==> config.mk <==
export PLATFORM = sky130hd
export DESIGN_NAME = writeback_commit_arbiter_flat
export DESIGN_NICKNAME = d
export VERILOG_FILES = /design/src/rtl/writeback_commit_arbiter_if.sv /design/src/rtl/writeback_commit_arbiter.sv /design/src/flat_wrapper.sv
export SDC_FILE = /design/constraint.sdc
export NUM_CORES = 1
export LEC_CHECK = 0
export ABC_AREA = 1
export BUFFER_PORTS_ARGS = -buffer_cell sky130_fd_sc_hd__buf_2
export CORE_MARGIN = 2
export CORE_UTILIZATION = 46
export CTS_CLUSTER_SIZE = 20
export DETAILED_ROUTE_END_ITERATION = 16
export GPL_TIMING_DRIVEN = 0
export PLACE_DENSITY = 0.87
export SYNTH_ARGS = -nofsm -noshare
export SYNTH_HDL_FRONTEND = slang
export SYNTH_SLANG_ARGS = --single-unit
==> constraint.sdc <==
create_clock -name clk -period 4.3 [get_ports clk]
set_input_delay 0.215 -clock clk [delete_from_list [all_inputs] [get_ports clk]]
set_output_delay 0.215 -clock clk [all_outputs]
set_load 0.01 [all_outputs]
==> src/rtl/writeback_commit_arbiter_if.sv <==
// Writeback group bundle: unit result inputs and acks on one side, the
// registered commit packet and id retirement notification on the other.
interface writeback_commit_arbiter_if #(
   parameter int NUM_UNITS   = 4,
   parameter int PHYS_ADDR_W = 6,
   parameter int DATA_W      = 32,
   parameter int ID_W        = 3
);
   logic [NUM_UNITS-1:0]                  unit_valid;
   logic [NUM_UNITS-1:0][PHYS_ADDR_W-1:0] unit_phys_addr;
   logic [NUM_UNITS-1:0][DATA_W-1:0]      unit_data;
   logic [NUM_UNITS-1:0][ID_W-1:0]        unit_id;
   logic [NUM_UNITS-1:0]                  unit_ack;
   logic                                  writeback_supress;
   logic                                  commit_valid;
   logic [PHYS_ADDR_W-1:0]                commit_phys_addr;
   logic [DATA_W-1:0]                     commit_data;
   logic                                  id_done_valid;
   logic [ID_W-1:0]                       id_done;

   modport master (
      input  unit_valid, unit_phys_addr, unit_data, unit_id, writeback_supress,
      output unit_ack, commit_valid, commit_phys_addr, commit_data,
             id_done_valid, id_done
   );

   modport slave (
      output unit_valid, unit_phys_addr, unit_data, unit_id, writeback_supress,
      input  unit_ack, commit_valid, commit_phys_addr, commit_data,
             id_done_valid, id_done
   );
endinterface

==> src/rtl/writeback_commit_arbiter.sv <==
// Round-robin selection of one execution-unit result per cycle into a
// registered commit packet plus an instruction-id retirement strobe.
module writeback_commit_arbiter #(
   parameter int NUM_UNITS   = 4,
   parameter int PHYS_ADDR_W = 6,
   parameter int DATA_W      = 32,
   parameter int ID_W        = 3
) (
   input  logic                          clk,
   input  logic                          rst,
   writeback_commit_arbiter_if.master    wb
);
   localparam int PTR_W = $clog2(NUM_UNITS);

   logic [PTR_W-1:0]       rr_ptr_q, rr_ptr_d;
   logic [PTR_W-1:0]       winner_s;
   logic                   grant_s;
   int                     idx_s;
   logic [NUM_UNITS-1:0]   ack_s;

   logic                   commit_valid_q, commit_valid_d;
   logic [PHYS_ADDR_W-1:0] commit_phys_addr_q, commit_phys_addr_d;
   logic [DATA_W-1:0]      commit_data_q, commit_data_d;
   logic                   id_done_valid_q, id_done_valid_d;
   logic [ID_W-1:0]        id_done_q, id_done_d;

   // First valid unit at or after rr_ptr, modulo NUM_UNITS
   always_comb begin
      grant_s  = 1'b0;
      winner_s = {PTR_W{1'b0}};
      idx_s    = 32'sd0;
      for (int k = 32'sd0; k < NUM_UNITS; k++) begin
         idx_s = 32'(rr_ptr_q) + k;
         if (idx_s >= NUM_UNITS) begin
            idx_s = idx_s - NUM_UNITS;
         end else begin
            idx_s = idx_s;
         end
         if (!grant_s && wb.unit_valid[idx_s[PTR_W-1:0]]) begin
            grant_s  = 1'b1;
            winner_s = idx_s[PTR_W-1:0];
         end else begin
            grant_s  = grant_s;
         end
      end
   end

   // Combinational one-hot ack, forced low while reset is held
   always_comb begin
      ack_s = {NUM_UNITS{1'b0}};
      if (grant_s && !rst) begin
         ack_s = {{(NUM_UNITS-1){1'b0}}, 1'b1} << winner_s;
      end else begin
         ack_s = {NUM_UNITS{1'b0}};
      end
   end

   // Next pointer and packet; data fields only move on a grant
   always_comb begin
      rr_ptr_d           = rr_ptr_q;
      commit_valid_d     = 1'b0;
      id_done_valid_d    = 1'b0;
      commit_phys_addr_d = commit_phys_addr_q;
      commit_data_d      = commit_data_q;
      id_done_d          = id_done_q;
      if (grant_s) begin
         rr_ptr_d           = (winner_s == PTR_W'(NUM_UNITS - 1)) ? {PTR_W{1'b0}}
                                                                  : winner_s + {{(PTR_W-1){1'b0}}, 1'b1};
         // x0 destinations and flush-window results still retire their id
         commit_valid_d     = (wb.unit_phys_addr[winner_s] != {PHYS_ADDR_W{1'b0}})
                              && !wb.writeback_supress;
         id_done_valid_d    = 1'b1;
         commit_phys_addr_d = wb.unit_phys_addr[winner_s];
         commit_data_d      = wb.unit_data[winner_s];
         id_done_d          = wb.unit_id[winner_s];
      end else begin
         rr_ptr_d           = rr_ptr_q;
      end
   end

   // State and output registers
   always_ff @(posedge clk or posedge rst) begin
      if (rst) begin
         rr_ptr_q           <= {PTR_W{1'b0}};
         commit_valid_q     <= 1'b0;
         commit_phys_addr_q <= {PHYS_ADDR_W{1'b0}};
         commit_data_q      <= {DATA_W{1'b0}};
         id_done_valid_q    <= 1'b0;
         id_done_q          <= {ID_W{1'b0}};
      end else begin
         rr_ptr_q           <= rr_ptr_d;
         commit_valid_q     <= commit_valid_d;
         commit_phys_addr_q <= commit_phys_addr_d;
         commit_data_q      <= commit_data_d;
         id_done_valid_q    <= id_done_valid_d;
         id_done_q          <= id_done_d;
      end
   end

   assign wb.unit_ack         = ack_s;
   assign wb.commit_valid     = commit_valid_q;
   assign wb.commit_phys_addr = commit_phys_addr_q;
   assign wb.commit_data      = commit_data_q;
   assign wb.id_done_valid    = id_done_valid_q;
   assign wb.id_done          = id_done_q;

endmodule

==> src/flat_wrapper.sv <==
// flat-port wrapper written by rule: the top's interface ports become plain ports
module writeback_commit_arbiter_flat 
#(
   parameter int NUM_UNITS   = 4,
   parameter int PHYS_ADDR_W = 6,
   parameter int DATA_W      = 32,
   parameter int ID_W        = 3
)
  (clk, rst, wb_unit_valid, wb_unit_phys_addr, wb_unit_data, wb_unit_id, wb_writeback_supress, wb_unit_ack, wb_commit_valid, wb_commit_phys_addr, wb_commit_data, wb_id_done_valid, wb_id_done);
  writeback_commit_arbiter_if #(.NUM_UNITS(NUM_UNITS), .PHYS_ADDR_W(PHYS_ADDR_W), .DATA_W(DATA_W), .ID_W(ID_W)) wb_i ();
  input  logic clk;
  input  logic rst;
  input wire logic [$bits(wb_i.unit_valid)-1:0] wb_unit_valid;
  input wire logic [$bits(wb_i.unit_phys_addr)-1:0] wb_unit_phys_addr;
  input wire logic [$bits(wb_i.unit_data)-1:0] wb_unit_data;
  input wire logic [$bits(wb_i.unit_id)-1:0] wb_unit_id;
  input wire logic [$bits(wb_i.writeback_supress)-1:0] wb_writeback_supress;
  output wire logic [$bits(wb_i.unit_ack)-1:0] wb_unit_ack;
  output wire logic [$bits(wb_i.commit_valid)-1:0] wb_commit_valid;
  output wire logic [$bits(wb_i.commit_phys_addr)-1:0] wb_commit_phys_addr;
  output wire logic [$bits(wb_i.commit_data)-1:0] wb_commit_data;
  output wire logic [$bits(wb_i.id_done_valid)-1:0] wb_id_done_valid;
  output wire logic [$bits(wb_i.id_done)-1:0] wb_id_done;
  assign wb_i.unit_valid = wb_unit_valid;
  assign wb_i.unit_phys_addr = wb_unit_phys_addr;
  assign wb_i.unit_data = wb_unit_data;
  assign wb_i.unit_id = wb_unit_id;
  assign wb_i.writeback_supress = wb_writeback_supress;
  assign wb_unit_ack = wb_i.unit_ack;
  assign wb_commit_valid = wb_i.commit_valid;
  assign wb_commit_phys_addr = wb_i.commit_phys_addr;
  assign wb_commit_data = wb_i.commit_data;
  assign wb_id_done_valid = wb_i.id_done_valid;
  assign wb_id_done = wb_i.id_done;
  writeback_commit_arbiter #(.NUM_UNITS(NUM_UNITS), .PHYS_ADDR_W(PHYS_ADDR_W), .DATA_W(DATA_W), .ID_W(ID_W)) u_core (.clk(clk), .rst(rst), .wb(wb_i));
endmodule
# --- Yosys cells after proc, flatten, opt, wreduce, memory -nomap -nowiden ---
# Index checks and enable logic that the tools add are counted.
totals:
  ff_bits: 45
  in_bits: 171
  output_inout_bits: 47
  wordCells: 66
classes:
  addsub: 8
  order_cmp: 9
  eq_ne: 1
  shifts: 1
  n_mux: 30
  reduce_logical: 11
ops:
  columns: ["cell", "count"]
  rows:
  - ["binary-select mux 32 bit (select 2 bit)", 1]
  - ["two-way mux 32 bit", 1]
  - ["two-way mux 2 bit", 9]
  - ["less-than comparator 2 x 3 -> 1 bit, second input constant", 5]
  - ["binary-select mux 6 bit (select 2 bit)", 1]
  - ["two-way mux 1 bit", 10]
  - [">= comparator 3 bit, second input constant", 3]
  - ["binary-select mux 1 bit (select 2 bit)", 4]
  - ["subtractor 2 x 1 -> 2 bit, second input constant", 4]
  - ["adder 2 x 2 -> 3 bit, second input constant", 2]
  - ["binary-select mux 3 bit (select 2 bit)", 1]
  - ["two-way mux 6 bit", 1]
  - ["nonzero test 6 bit", 1]
  - ["logical AND 1 bit", 5]
  - ["logical NOT 1 bit", 5]
  - ["two-way mux 4 bit", 1]
  - ["left shift 1 x 2 -> 4 bit, first input constant", 1]
  - ["adder 2 x 1 -> 3 bit, second input constant", 1]
  - [">= comparator 2 x 3 -> 1 bit, second input constant", 1]
  - ["two-way mux 3 bit", 1]
  - ["adder 2 x 1 -> 2 bit, second input constant", 1]
  - ["equality test 2 bit, second input constant", 1]

# --- Depth between registers and ports, before layout ---
# Gate-level depths: netlist of run 1.
depth:
  ltp_word: 19
  mapped_depth: 17
  mapped_depth_nobuf: 16

# --- Worst setup path after synthesis of run 1 ---
# No wires, ideal clock.
synth_timing:
  kind: "flip-flop to output port"
  startpoint: "reg u_core.rr_ptr_q[0]"
  endpoint: "out wb_unit_ack[0]"
  t_arrival_ps: 1894
  required_ps: 4085
  setup_slack_ps: 2191
  path_stages_with_launch: 14
  path_buffers: 3
  path_cell_list: "dfrtp_1 > buf_6 > nand2_1 > nand3_2 > nand2_2 > nor2_1 > nor2_2 > nand2_4 > nand2_4 > buf_2 > buf_2 > ha_1 > inv_1 > nor2_1"
synth_between:
  elab_chain_len: 16
  elab_cells_between_ends: 40
  classes_between: "add/sub (7); order compare (4); shift (1); mux (21); reduce/logical (7)"
synth_lines:
  columns: ["element", "line", "source"]
  rows:
  - ["start, declared", "writeback_commit_arbiter.sv:15", "logic [PTR_W-1:0] rr_ptr_q, rr_ptr_d;"]
  - ["start signal, assigned", "writeback_commit_arbiter.sv:84", "rr_ptr_q <= {PTR_W{1'b0}};"]
  - ["start signal, assigned", "writeback_commit_arbiter.sv:91", "rr_ptr_q <= rr_ptr_d;"]
  - ["parallel branches: the longest is 15 deep, another holds adder 2 x 1 -> 3 bit", null, null]
  - ["two-way mux 4 bit *", "writeback_commit_arbiter.sv:51", "if (grant_s && !rst) begin"]
  - ["end, declared", "flat_wrapper.sv:18", "output wire logic [$bits(wb_i.unit_ack)-1:0] wb_unit_ack;"]
# Every way passes the cells marked *. The select of a mux whose other input is x is not followed.

# --- Worst setup path after layout of run 1 ---
layout_timing:
  startpoint: "reg u_core.rr_ptr_q[0]"
  endpoint: "out wb_unit_ack[3]"
# Same word-level chain as after synthesis.

==> results of run 1 <==
## path summary, 6_finish.rpt
path                                                        endpoint  cells past startpoint
setup / recovery                                      wb_unit_ack[3]                     16
hold / removal                      u_core.wb.commit_valid$_DFF_PP0_                      3
setup reg to reg                      u_core.rr_ptr_q[1]$_DFFE_PP0N_                     15
hold reg to reg            u_core.wb.commit_phys_addr[2]$_DFFE_PP0N_                      2
max in group asynchronous           u_core.wb.commit_valid$_DFF_PP0_                      4
min in group asynchronous      u_core.wb.commit_data[13]$_DFFE_PP0N_                      3
## layout by cell type, fill, tap and decap left out, types with 5 or more instances in the layout
| master | n |
|---|---|
| a31oi_1 | 37 |
| buf_2 | 229 |
| buf_4 | 6 |
| buf_6 | 6 |
| clkbuf_1 | 11 |
| clkbuf_8 | 6 |
| clkinv_1 | 7 |
| dfrtp_1 | 45 |
| inv_1 | 46 |
| nand2_1 | 63 |
| nand2_2 | 5 |
| nand3_1 | 21 |
| nor2_1 | 114 |
| o21ai_0 | 33 |
| o21ai_1 | 77 |
## routing by layer
| metal | part of all wire [%] | GRT usage (%) |
|---|---|---|
| met5 | 0 | 0 |
| met4 | 2.2 | 8.54 |
| met3 | 7.6 | 4.48 |
| met2 | 50 | 49.9 |
| met1 | 40 | 34.9 |
## layout make-up
class,instances,area [µm²]
Clock buffer,7,86.3
Buffer,34,210
Clock inverter,1,30.0
Timing Repair Buffer,219,1120
Multi-Input combinational cell,369,1760
Tap cell,96,120
Sequential cell,45,1130
Fill cell,619,2210
Inverter,57,214
## sequential cells by signal, summed over array words and instances (netlist names)
signal                      flops
u_core.wb.commit_phys_addr      6
u_core.wb.commit_data          32
u_core.wb.commit_valid          1
u_core.wb.id_done_valid         1
u_core.rr_ptr_q                 2
u_core.wb.id_done               3
## critical path, stage by stage (launching register included)
cell and delay [ns]:
dfrtp_1 0.42, buf_6 0.16, nand2_1 0.05, nand2_1 0.09
nand2_1 0.08, nand2_1 0.08, nor2_4 0.12, nand3_2 0.12
nand2_4 0.15, nand2_4 0.07, inv_2 0.07, buf_6 0.15
buf_4 0.20, ha_1 0.16, inv_1 0.04, nor2_1 0.15
buf_2 0.16
## cell families after synthesis
logic type,Yosys count
and+or+nand+nor,214
AOI/OAI and AO/OA,151
DFF,45
buffers and inverters,91
adders and majority gates,4
## report_power, final
group	switching [mW]	leakage (nW)	total, mW	internal [mW]
clock network	0.141	0.0585	0.330	0.190
logic	2.55	1.98	4.05	1.50
registers	0.123	0.522	0.825	0.701
==> impl_metrics.toml, run 1 <==
[synthesis]
yosys.area_share.simple_pct = 27.2
synth_edf_count = 0
synth_top_area_share_pct = 34.0
ys.flop_type = "dfrtp_1"
synth_area_leaders = "dfrtp_1 34%, nor2_1 13%, o21ai_1 12%"
synth_top_family_by_area = "simple AND/OR/NAND/NOR gates"
yosysUniqueCellTypes = 26
synth-seq-cells = 45
syn_inst = 505
synthesis.yosys.warnings = 0
avgSynthCellArea_um2 = 6.56
synthTopCellsByCount = "114 x nor2_1, 77 x o21ai_1, 63 x nand2_1, 47 x inv_1, 45 x dfrtp_1"
synth_area_um2 = 3310
synth_fp_nets = 680
synth_xor_area_share_pct = 0
async_flop_share_pct = 100
ys_seq_area_share_pct = 34.0
synth.most_common_cell = "nor2_1"
synth-compound-area-share_pct = 24.5
synthMuxAreaShare_pct = 0
synth_top_cell_by_area = "dfrtp_1"
synthAdderAreaFrac_pct = 1.51

[routing]
vias_per_cell = 5.13
drc = 0
via_count = 4246
drt_iter0_drc = 184
wirelength_um = 11600
first_pass_iters = 5
wl_per_cell_um = 14.1
ant_nets = 0

[clock_network]
clock_latency_ns = 0.29
clk_pin_slew_ns = 0.08
cts_root_buf = "clkbuf_8"
cts_sinks = 45
htree_levels = 2
cts_buffers = 5
holdBufCountCts = 1
post_cts_buffers = 0
cts_tree = "built"
clock_path_buffers = 2
cts_resized = 0

[global_routing]
grt_overflow = 0
antenna_found_initial = 0
track_usage_pct = 28.1
grt_first_pass_wirelength_um = 17400
grt_start_max_net_pins = 26
grt_pass1_vias = 3932

[timing]
max_slew_margin_pct = 67.4
clock_skew_ns = 0.0119
hold_viol_final = 0
min_period_over_period_pct = 64.5
fmax_mhz = 360
maxSlewViolCount = 0
finalSetupTns_ns = 0
holdWs_ns = 0.148
finalSetupViolCount = 0
fin_crit_ns = 2.78
rsz0062_at_grt = "no"
setup_ws_ns = 1.52
worst_pin_slew_ns = 0.489

[floorplanning]
die_y_um = 88.8
die-area_um2 = 7890
core_um2 = 6870
pin_count = 218
placementRows = 30
start_util_pct = 48.2
die_w_um = 88.8

[setup_path]
critPathArrivalTime_ns = 2.56
endpoint_kind = "output port"
crit_type = "reg -> out"
critPathMaxFanout = 11
r2r_setup_slack_ns = 2.03
worstSetupStartpointType = "register"
cp_data_required_time_ns = 4.09
rr_startpoint = "u_core.rr_ptr_q[0]$_DFFE_PP0N_"
crit_start = "u_core.rr_ptr_q[0]$_DFFE_PP0N_"

[layout]
fin_nets = 906
final_cells = 828
antennaDiodeCount = 0
area_delta_synth_final_pct = 40.9
drive_gt1_share_pct = 36.6
final_core_util_pct = 67.9
final_cell_area_um2 = 4660

[placed_design]
post-place-cells = 819
placed_area_um2 = 4540
place_hpwl_um = 9370
gp_congestion = 0.922
dp_slack_ns = 1.85
io_buffers = 217

[power_and_ir_drop]
cellLeakagePower_nw = 2.56
power_mw = 5.21
ir_drop_mv = 0.725
cellPowerDensity_nw_per_um2 = 1120

[status]
outcome = "finished, final reports clean"

[min_path]
min_from = "wb_writeback_supress"
hp-class = "in -> reg"

[job]
cap_violations = 0
No activity file was read; power rests on OpenSTA's default activity.
==> run 2: changes to the inputs <==
--- a/config.mk
+++ b/config.mk
@@ -5,14 +5,14 @@
 export SDC_FILE = /design/constraint.sdc
 export NUM_CORES = 1
 export LEC_CHECK = 0
-export ABC_AREA = 1
+export ABC_AREA = 0
 export BUFFER_PORTS_ARGS = -buffer_cell sky130_fd_sc_hd__buf_2
 export CORE_MARGIN = 2
-export CORE_UTILIZATION = 46
+export CORE_UTILIZATION = 38
 export CTS_CLUSTER_SIZE = 20
 export DETAILED_ROUTE_END_ITERATION = 16
 export GPL_TIMING_DRIVEN = 0
-export PLACE_DENSITY = 0.87
+export PLACE_DENSITY = 0.78
 export SYNTH_ARGS = -nofsm -noshare
 export SYNTH_HDL_FRONTEND = slang
 export SYNTH_SLANG_ARGS = --single-unit
==> constraint.sdc (replaced) <==
create_clock -name clk -period 2.4 [get_ports clk]
set_input_delay 0.12 -clock clk [delete_from_list [all_inputs] [get_ports clk]]
set_output_delay 0.12 -clock clk [all_outputs]
set_load 0.01 [all_outputs]
==> run 2 against run 1 <==
First-iteration DRC count shrank 74%. Via count shrank 27%. Wire length shrank 19%. Total power shrank 26%. Utilization shrank 11 points.
==> impl_metrics.toml, run 2 <==
[layout]
largest_reg_flops = 32
mostFrequentLayoutCells = "218 x buf_2, 75 x mux2i_1, 49 x nand2_1, 44 x dfrtp_1"
antennaDiodeCount = 0
fin_nets = 700
area_delta_synth_final_pct = 43.8
final_cell_area_um2 = 4470
drive_gt1_share_pct = 54.3
layout_commonest_cell = "buf_2"

[clock_network]
cts_tree = "built"
cts_root_buf = "clkbuf_8"
cts_sinks = 45
clock_path_buffers = 2
clk_pin_slew_ns = 0.08
htree_levels = 2
clock_latency_ns = 0.29
cts_buffers = 5

[setup_path]
crit_type = "reg -> reg"
rr_worst_depth = 8
critPathArrivalTime_ns = 2.43
rr_startpoint = "u_core.rr_ptr_q[1]$_DFFE_PP0N_"
critPathMaxFanout = 17
worstSetupStartpointType = "register"
cp_data_required_time_ns = 2.57
r2r_setup_slack_ns = 0.13
reg2reg_to = "u_core.wb.commit_valid$_DFF_PP0_"
endpoint_kind = "register"

[floorplanning]
start_util_pct = 39.8
pin_count = 218
core_um2 = 7810
die_w_um = 94.4
die_y_um = 94.4
placementRows = 32
die-area_um2 = 8920

[placed_design]
dp_slack_ns = 0.0125
gp_congestion = 0.817
place_hpwl_um = 7740
placed_area_um2 = 4350
io_buffers = 217

[power_and_ir_drop]
cellLeakagePower_nw = 2.33
ir_drop_mv = 0.351
power_mw = 3.83
cellPowerDensity_nw_per_um2 = 858

[synthesis]
synth_area_leaders = "dfrtp_1 36%, mux2i_1 24%, mux2_2 14%"
avgSynthCellArea_um2 = 10.4
ys_seq_area_share_pct = 36.2
synth-seq-cells = 45
synth_top_cell_by_area = "dfrtp_1"
synthTopCellsByCount = "75 x mux2i_1, 49 x nand2_1, 45 x dfrtp_1, 38 x mux2_2, 38 x o21ai_1"
synthesis.yosys.warnings = 0
synth_edf_count = 0
ys.flop_type = "dfrtp_1"
synth_area_um2 = 3110
synth_top_area_share_pct = 36.2
syn_inst = 298
yosysUniqueCellTypes = 21
synth_fp_nets = 473
synth.most_common_cell = "mux2i_1"
async_flop_share_pct = 100

[routing]
wirelength_um = 9390
wl_per_cell_um = 15.0
ant_nets = 0
vias_per_cell = 4.94
drt_iter0_drc = 47
via_count = 3096
first_pass_iters = 4
drc = 0

[global_routing]
track_usage_pct = 20.7
grt_first_pass_wirelength_um = 14500
antenna_found_initial = 0
grt_start_max_net_pins = 30
grt_overflow = 0
grt_pass1_vias = 3152

[timing]
maxSlewViolCount = 0
rsz0062_at_grt = "no"
max_slew_margin_pct = 38.8
clock_skew_ns = 0.00739
min_period_over_period_pct = 94.4
setup_ws_ns = 0.134
worst_pin_slew_ns = 0.910
fin_crit_ns = 2.27
fmax_mhz = 441
hold_viol_final = 0
finalSetupViolCount = 0

[min_path]
min_to = "u_core.wb.commit_valid$_DFF_PP0_"
worstHoldPathCells = 3
hp-class = "in -> reg"
min_from = "wb_writeback_supress"

[job]
cap_violations = 0

[status]
outcome = "finished, final reports clean"
run 2: cell types whose count changed after synthesis, moves of 5 or more:
cell,previous run,this run
o21ai_0,33,0
o21ai_1,77,38
nand3_1,21,0
inv_1,47,6
nand2_2,5,0
nor2_1,114,1
clkinv_1,7,0
mux2_2,0,38
a31oi_1,37,1
mux2i_1,0,75
nand2_1,63,49
buf_2,12,1
run 2: what timing repair did:
item	CTS	global route
hold endpoints to repair	20	0
pin swaps	0	1
resized for setup	0	3
endpoints found under the setup margin	4	4
gates cloned	0	0
hold buffers	1	0
setup buffers	2	0
run 2: per-layer routing:
layer / share of wire [%] / global-route usage, %
met3: 6.8 / 3.91
met2: 52 / 38.2
met5: 0 / 0
met1: 40 / 24.6
met4: 0.93 / 5.07
run 2: logic make-up (layout without fill, tap and decap cells):
group,Yosys count,after routing,synth area share [%]
multiplexers,117,117,40.8
AND/OR/NAND/NOR,58,58,7.85
AO/OA/AOI/OAI,45,45,7.61
flip-flops,45,45,36.2
buffers and inverters,29,256,5.84
adder cells (fa/ha/maj),4,4,1.61
run 2: final cells by class:
type / count / area [µm²]
Tap cell: 102 / 128
Timing Repair Buffer: 221 / 1130
Fill cell: 738 / 3340
Buffer: 22 / 159
Clock buffer: 7 / 86.3
Multi-Input combinational cell: 224 / 1810
Sequential cell: 45 / 1130
Inverter: 6 / 22.5
run 2: through the flow:
stage | hold slack [ns] | util [%] | std cells | setup TNS (ns)
6_report | 0.0641 | 57.2 | 627 | 0
5_1_grt | 0.0807 | 57.2 | 627 | 0
4_1_cts | 0.0569 | 57.1 | 627 | 0
3_5_place_dp | 0.163 | 55.7 | 618 | 0
3_3_place_gp | 0.359 | 55.3 | 617 | -1.47
2_1_floorplan | 0.272 | - | 298 | 0
run 2: worst max path at each step:
stage	from	end	depth (start not counted)
6_report	u_core.rr_ptr_q[1]$_DFFE_PP0N_	u_core.wb.commit_valid$_DFF_PP0_	8
3_5_place_dp	u_core.rr_ptr_q[1]$_DFFE_PP0N_	wb_unit_ack[1]	9
4_1_cts	u_core.rr_ptr_q[1]$_DFFE_PP0N_	wb_unit_ack[2]	9
2_1_floorplan	u_core.rr_ptr_q[1]$_DFFE_PP0N_	u_core.wb.commit_valid$_DFF_PP0_	7
3_3_place_gp	wb_unit_valid[1]	u_core.rr_ptr_q[0]$_DFFE_PP0N_	5
5_1_grt	u_core.rr_ptr_q[1]$_DFFE_PP0N_	u_core.wb.commit_data[12]$_DFFE_PP0N_	7
run 2: critical path, stage by stage (launching register included):
cell and delay (ns):
dfrtp_2 0.45, a21oi_1 0.16, o21ai_1 0.08, o2bb2a_2 0.24, buf_6 0.20, buf_4 0.22
mux4_2 0.36, nor4_4 0.30, a31oi_1 0.12
run 2: report_power, final:
part / switching [mW] / leakage [nW] / internal (mW)
clock network: 0.241 / 0.0443 / 0.229
logic: 1.03 / 1.77 / 1.12
registers: 0.158 / 0.524 / 1.05
==> run 3: changes to the inputs <==
--- a/config.mk
+++ b/config.mk
@@ -11,7 +11,7 @@
 export CORE_UTILIZATION = 38
 export CTS_CLUSTER_SIZE = 20
 export DETAILED_ROUTE_END_ITERATION = 16
-export GPL_TIMING_DRIVEN = 0
+export GPL_TIMING_DRIVEN = 1
 export PLACE_DENSITY = 0.78
 export SYNTH_ARGS = -nofsm -noshare
 export SYNTH_HDL_FRONTEND = slang
==> run 3 against run 2 <==
Wire length down 9.7%. Final area decreased by 0.45%. Worst hold slack better by 0.0021 ns. Register-to-register slack got worse by 0.02 ns. Final cell count fell by 2.2%. Clock power is 1% lower. Count of clock-buffer cells in the layout unchanged. First-iteration DRC count up 8.5%. Maximum frequency is 0.97% lower. Combinational power hardly changed. Critical endpoint unchanged.
==> impl_metrics.toml, run 3 (synthesized netlist as in run 2, its figures left out) <==
[layout]
layout_commonest_cell = "buf_2"
largest_reg_flops = 32
drive_gt1_share_pct = 55.0
num-fill-cells = 711
area_delta_synth_final_pct = 43.2
antennaDiodeCount = 0
mostFrequentLayoutCells = "217 x buf_2, 75 x mux2i_1, 49 x nand2_1, 45 x dfrtp_1"
final_core_util_pct = 57.0
fin_nets = 686

[clock_network]
cts_tree = "built"
htree_levels = 2
cts_sinks = 45
clock_latency_ns = 0.29
cts_root_buf = "clkbuf_8"
cts_buffers = 5
clock_path_buffers = 2
clk_pin_slew_ns = 0.08

[status]
outcome = "finished, final reports clean"

[routing]
ant_nets = 0
drt_iter0_drc = 51
first_pass_iters = 4
vias_per_cell = 4.85
wirelength_um = 8480
drc = 0
wl_per_cell_um = 13.8
via_count = 2975

[timing]
finalSetupViolCount = 0
fmax_mhz = 437
maxSlewViolCount = 0
min_period_over_period_pct = 95.4
fin_crit_ns = 2.29
max_slew_margin_pct = 59.8
hold_viol_final = 0
finalSetupTns_ns = 0
clock_skew_ns = 0.00319
worst_pin_slew_ns = 0.602

[floorplanning]
placementRows = 32
die-area_um2 = 8920
die_w_um = 94.4
die_y_um = 94.4
core_um2 = 7810
pin_count = 218
start_util_pct = 39.8

[power_and_ir_drop]
ir_drop_mv = 0.371
cellPowerDensity_nw_per_um2 = 855
power_mw = 3.80
cellLeakagePower_nw = 2.32

[global_routing]
antenna_found_initial = 0
grt_first_pass_wirelength_um = 13400
grt_pass1_vias = 2985
grt_overflow = 0
grt_start_max_net_pins = 80
track_usage_pct = 19.0

[setup_path]
path_cells = "nand2b_1, a21oi_1, a311oi_4, buf_4, mux4_2, nor4_2, a31oi_1"
cp_data_required_time_ns = 2.57
path_buf_inv = 1
worstSetupStartpointType = "register"
crit_type = "reg -> reg"
critPathArrivalTime_ns = 2.46
endpoint_kind = "register"
critPathMaxFanout = 6
max_stage_delay_ns = 0.53
cp_slowest_cell = "mux4_2"
critical_path.top_delay_family = "compound AO/OA/AOI/OAI gates"

[placed_design]
io_buffers = 217
gp_congestion = 0.772
place_hpwl_um = 6870

[min_path]
hp-class = "in -> reg"

[job]
cap_violations = 0
run 3: cell count changes in the layout (fill, tap and decap cells not counted), sizes merged:
cell    before  now
clkbuf      17    8
buf        232  227
run 3: layout make-up:
cell class / instances / area (µm²) / area share (%)
multi-input cells: 224 / 1830 / 41.2
clock buffers: 7 / 86.3 / 1.94
well taps: 102 / 128 / 2.87
repair buffers: 229 / 1250 / 28.2
inverters: 6 / 22.5 / 0.506
flip-flops and latches: 45 / 1130 / 25.3
run 3: path summary, 6_finish.rpt:
path                                                           startpoint                                         to  slack, ns  cells past startpoint
worst max-delay path                       u_core.rr_ptr_q[1]$_DFFE_PP0N_           u_core.wb.commit_valid$_DFF_PP0_       0.11                      7
worst min-delay path                                 wb_writeback_supress           u_core.wb.commit_valid$_DFF_PP0_       0.07                      3
worst max register to register             u_core.rr_ptr_q[1]$_DFFE_PP0N_           u_core.wb.commit_valid$_DFF_PP0_       0.11                      7
worst min register to register  u_core.wb.commit_phys_addr[3]$_DFFE_PP0N_  u_core.wb.commit_phys_addr[3]$_DFFE_PP0N_       0.47                      2
max in group asynchronous                                             rst      u_core.wb.commit_data[10]$_DFFE_PP0N_       1.27                      4
min in group asynchronous                                             rst      u_core.wb.commit_data[20]$_DFFE_PP0N_       0.46                      3
run 3: worst reg2reg max path: cells and delay by family, from the launching register on:
kind,cells,cell delay [ns]
AOI/OAI and AO/OA,3,0.56
buffers and inverters,1,0.19
DFF,1,0.48
muxes,1,0.53
and+or+nand+nor,2,0.42
run 3: routing by layer:
metal | wire, µm | part of all wire [%] | GRT usage, % | vias to the layer above
met5 | 0 | 0 | 0 | -
met4 | 93 | 1.1 | 4.47 | 0
met3 | 619 | 7.3 | 4.31 | 8
met2 | 4500 | 53 | 35.5 | 120
met1 | 3260 | 38 | 22.1 | 1367
li1 | - | - | - | 1480
run 3: power breakdown:
group	leakage (nW)	total [mW]	switching [mW]	internal, mW
Combinational	1.75	2.13	0.998	1.13
Clock	0.0443	0.464	0.236	0.229
Sequential	0.525	1.21	0.160	1.05
Total	2.32	3.80	1.39	2.41
run 3: repair_timing:
item,in CTS,in global routing
setup buffers,0,2
hold buffers,1,0
endpoints found under the setup margin,0,8
endpoints found under the hold margin,25,0
gates resized for setup,0,3
run 3: through the flow:
step / hold slack [ns] / std cells / cell area [µm²] / setup WS (ns)
detailed placement: 0.234 / 602 / 4300 / 0.177
global placement: 0.220 / 602 / 4300 / 0.232
finish: 0.0662 / 613 / 4450 / 0.112
global route: 0.0716 / 613 / 4450 / -0.0101
CTS: 0.0613 / 610 / 4390 / 0.0131
floorplan: 0.272 / 298 / 3110 / 0.323
